**src/rtl/bus_arbiter.sv**
```systemverilog
// Four-way round-robin bus arbiter with bounded ownership and a one-cycle
// turnaround between owners so the mux select is stable under any live grant.
module bus_arbiter #(
   parameter int MAX_HOLD = 8
) (
   input  logic       clk,
   input  logic       rst_n,
   input  logic [3:0] req,
   output logic [3:0] grant,
   output logic [1:0] sel,
   output logic       bus_en,
   output logic       preempt
);

   typedef enum logic [1:0] {IDLE, GRANT, TURN} state_t;

   localparam logic [7:0] HOLD_LAST = 8'(MAX_HOLD - 1);

   state_t     state, next_state;
   logic [7:0] hold_cnt, next_hold_cnt;
   logic [1:0] last_owner, next_last_owner;
   logic [3:0] next_grant;
   logic [1:0] next_sel;
   logic       next_preempt;
   logic       win_valid;
   logic [1:0] win_idx;
   logic       owner_req;
   logic       hold_ok;

   assign owner_req = req[last_owner];
   assign hold_ok   = (hold_cnt < HOLD_LAST);

   // Scan from the far end back so the nearest requester after last_owner wins.
   always_comb begin
      logic [1:0] cand;
      win_valid = 1'b0;
      win_idx   = last_owner;
      cand      = last_owner;
      for (int k = 4; k >= 1; k--) begin
         cand = last_owner + 2'(k);
         if (req[cand]) begin
            win_valid = 1'b1;
            win_idx   = cand;
         end
      end
   end

   always_ff @(posedge clk or negedge rst_n) begin
      if (!rst_n) begin
         state      <= IDLE;
         hold_cnt   <= 8'd0;
         last_owner <= 2'd3;
         grant      <= 4'd0;
         sel        <= 2'd0;
         bus_en     <= 1'b0;
         preempt    <= 1'b0;
      end else begin
         state      <= next_state;
         hold_cnt   <= next_hold_cnt;
         last_owner <= next_last_owner;
         grant      <= next_grant;
         sel        <= next_sel;
         bus_en     <= |next_grant;
         preempt    <= next_preempt;
      end
   end

   always_comb begin
      next_state      = state;
      next_hold_cnt   = hold_cnt;
      next_last_owner = last_owner;
      case (state)
         IDLE, TURN: begin
            if (win_valid) begin
               next_state      = GRANT;
               next_hold_cnt   = 8'd0;
               next_last_owner = win_idx;
            end else begin
               next_state = IDLE;
            end
         end
         GRANT: begin
            if (owner_req && hold_ok) begin
               next_hold_cnt = hold_cnt + 8'd1;
            end else begin
               next_state = TURN;
            end
         end
         default: next_state = IDLE;
      endcase
   end

   // Only a fresh grant may move sel; a timeout is the one GRANT->TURN exit with req still up.
   always_comb begin
      next_grant   = 4'd0;
      next_sel     = sel;
      next_preempt = 1'b0;
      case (next_state)
         GRANT: begin
            if (state != GRANT) begin
               next_grant = 4'b0001 << win_idx;
               next_sel   = win_idx;
            end else begin
               next_grant = grant;
            end
         end
         TURN: next_preempt = (state == GRANT) && owner_req;
         default: ;
      endcase
   end

endmodule

```
**config.mk**
```make
export PLATFORM = sky130hd
export DESIGN_NAME = bus_arbiter
export DESIGN_NICKNAME = d
export VERILOG_FILES = /design/src/rtl/bus_arbiter.sv
export SDC_FILE = /design/constraint.sdc
export NUM_CORES = 1
export LEC_CHECK = 0
export ABC_AREA = 1
export CAP_MARGIN = 10
export CORE_MARGIN = 2
export CORE_UTILIZATION = 54
export DETAILED_ROUTE_END_ITERATION = 12
export PLACE_DENSITY = 0.78
export SETUP_SLACK_MARGIN = 0.5
export SYNTH_ARGS = -nofsm -noshare
export SYNTH_HDL_FRONTEND = slang
export SYNTH_SLANG_ARGS = --single-unit
```
**constraint.sdc**
```tcl
create_clock -name clk -period 2.3 [get_ports clk]
set_input_delay 0.46 -clock clk [delete_from_list [all_inputs] [get_ports clk]]
set_output_delay 0.46 -clock clk [all_outputs]
set_load 0.01 [all_outputs]
```
==> out/qor.yml <==
sta:
  max_slew_margin: 0.655
  hold_violations: 0
  period_utilization_post_route: 0.806
  grt_setup_unrepaired: "yes"
  finalCriticalPeriod_ns: 1.85
  worst_pin_slew_ns: 0.516
  timing.fmax_mhz: 540
  setup_viol: 0
  skew_ns: 0.00785
  final.setup.tns_ns: 0
  hold-worst-slack_ns: 0.469
  drv_slew: 0
clocking:
  worstSkewPairLatency_ns: 0.31
  clock_path_buffers: 2
  cts_made_buffers: 3
  cts.htree.levels: 1
  clk_sink_count: 20
  cts.root.buffer_cell: "sky130_fd_sc_hd__clkbuf_4"
  clk_pin_slew_worst_paths_ns: 0.12
  tritoncts: "done"
critical_path:
  worst_ep_arrival_time_ns: 2.05
  critPathRequiredTime_ns: 2.50
  critPathLaunchType: "register"
  r2r_slack_ns: 0.45
  timing.critical_path.cells: "buf_12 -> nand2_1 -> nand2_4 -> nand2_4 -> nand2_4 -> nor2_8 -> nand3_4 -> nand2_4 -> buf_4 -> buf_4 -> nand2_1 -> o21ai_0"
  worst-path-buf-inv: 3
  timing_worst_setup_path_type: "reg -> reg"
  endpoint_kind: "register"
  worst_path_most_repeated_cell: "sky130_fd_sc_hd__nand2_4"
  critical_path_max_stage_delay_ns: 0.62
  maximum_net_fanout_on_the_critical_path: 4
  slowest_stage: "sky130_fd_sc_hd__dfstp_2"
  worst_path_dominant_cell_family: "simple AND/OR/NAND/NOR gates"
run:
  drv_cap: 0
grt:
  vias_in_the_first_global_route: 960
  largest_net_degree_at_the_start_of_global_routing: 21
  grt_pass1_wl_um: 4100
  grt_util_all_layers: 0.214
  grt-ovfl-total: 0
  grt_antenna_before_repair: 0
floorplan:
  initial_utilization: 0.582
  core_sq_um: 2000
  die-width_um: 50.5
  placement_rows: 16
  die-area_sq_um: 2550
  fp.dieH_um: 50.5
  pin_count: 14
yosys:
  yosys.area.top_type: "sky130_fd_sc_hd__dfrtp_1"
  synth_seq_cells: 20
  synth_cell_types: 22
  synth_enable_flop_cells: 0
  post_synth_top_flop: "sky130_fd_sc_hd__dfrtp_1"
  yosys.area.top_type_share: 0.386
  sequential_element_share_of_the_synthesized_area: 0.431
  syn_avg_cell_area_sq_um: 7.99
  synth.most_common_cell: "sky130_fd_sc_hd__nand2_1"
  synthesis.instances: 146
  synthArstFlopShare: 1.00
  ys_warn_count: 0
  netlist_top_cells_area: "sky130_fd_sc_hd__dfrtp_1 39%, sky130_fd_sc_hd__nand2_1 12%, sky130_fd_sc_hd__nand2_2 8.6%"
  top_post_synthesis_cells_by_count: "36 x sky130_fd_sc_hd__nand2_1, 19 x sky130_fd_sc_hd__inv_1, 18 x sky130_fd_sc_hd__dfrtp_1"
  syn_nets: 153
  netlist_area_sq_um: 1170
layout:
  finish.cell_count_without_fillers: 198
  fin_util: 0.813
  insertedDiodeCount: 0
  syn_to_final_growth_pct: 39.5
  finish.instance_area_sq_um: 1630
  drive_gt1_frac: 0.404
  fin_nets: 179
detailed_routing:
  detailedRoute.firstIterationViolations: 32
  remaining_drc_errors: 0
  via_count: 1046
  post_drt_via_cell_ratio: 5.28
  detail_route.wl_per_cell_um: 14.4
  detail_route.first_pass.iterations: 4
  antenna_violating_nets_post_route: 0
  route.final.wire_length_um: 2850
placement:
  dp.final_hpwl_um: 1720
  place_congestion: 0.855
  place.port_buffers: 13
  place.detailed.instances: 186
  post_dp_cell_area_sq_um: 1330
power_and_ir_drop:
  power_leakage_nw: 0.831
  worst_voltage_drop_across_the_vdd_grid_uv: 1010
  cellPowerDensity_nw_per_um2: 1610
hold_path:
  holdCritPathClass: "in -> async"
status:
  status: "finished, final reports clean"
## logic make-up after synthesis
kind of cell | Yosys count | synth area share
buffers and inverters | 24 | 0.0901
and+or+nand+nor | 92 | 0.417
AOI/OAI and AO/OA | 9 | 0.0504
DFF | 20 | 0.431
adders and majority gates | 1 | 0.0107
## per-layer routing
layer / vias up / GRT usage / share of wire
met4: 0 / 0.0811 / 0.022
met5: - / 0 / 0
met3: 9 / 0.0387 / 0.040
li1: 501 / - / -
met1: 506 / 0.273 / 0.43
met2: 30 / 0.360 / 0.51
## state kept, by name, indices dropped and copies added (netlist names)
register    flops
bus_en          1
preempt         1
hold_cnt        8
state           2
sel             2
last_owner      2
grant           4
## cells in the final DEF, fill, tap and decap left out, drive strengths merged
cell and instances:
a21oi 2, buf 9, bufinv 1, clkbuf 3, clkdlybuf4s50 12, dfrtp 18, dfstp 2, dlymetal6s2s 1
ha 1, inv 23, nand2 56, nand3 19, nor2 16, nor3b 1, o21ai 6, o21bai 1
## timing repair
item / CTS / global route
pin swaps: 1 / 25
gates resized for setup: 2 / 45
buffers inserted: 2 / 6
endpoints found under the hold margin: 0 / 0
setup endpoints to repair: 4 / 12
hold buffers: 0 / 0
## where the power goes
part | total (W) | switching (W) | internal [W]
clock | 0.000293 | 0.000117 | 0.000176
combinational | 0.00178 | 0.00107 | 0.000706
sequential | 0.000547 | 0.0000790 | 0.000468
total | 0.00262 | 0.00127 | 0.00135
## worst paths after layout
kind / startpoint / cells past startpoint / end
setup / recovery: last_owner[1] / 12 / hold_cnt[0]
hold / removal: rst_n / 2 / sel[0]
setup reg to reg: last_owner[1] / 12 / hold_cnt[0]
hold reg to reg: hold_cnt[6] / 2 / hold_cnt[6]
max in group asynchronous: rst_n / 2 / last_owner[1]
min in group clk: hold_cnt[6] / 2 / hold_cnt[6]
## stage by stage
| step | power (W) | setup slack (ns) |
|---|---|---|
| 5_1_grt | 0.00279 | 0.361 |
| 2_1_floorplan | 0.00152 | 0.658 |
| 3_3_place_gp | 0.00175 | 0.228 |
| 3_5_place_dp | 0.00179 | 0.187 |
| 4_1_cts | 0.00214 | 0.503 |
| 6_report | 0.00262 | 0.447 |
## layout make-up
class,instances,area [sq um]
Inverter,23,101
Multi-Input combinational cell,102,707
Tap cell,27,33.8
Sequential cell,20,503
Timing Repair Buffer,22,229
Clock inverter,1,30.0
Fill cell,118,375
Clock buffer,3,22.5
Note: power is estimated with default switching activity, not from simulation.
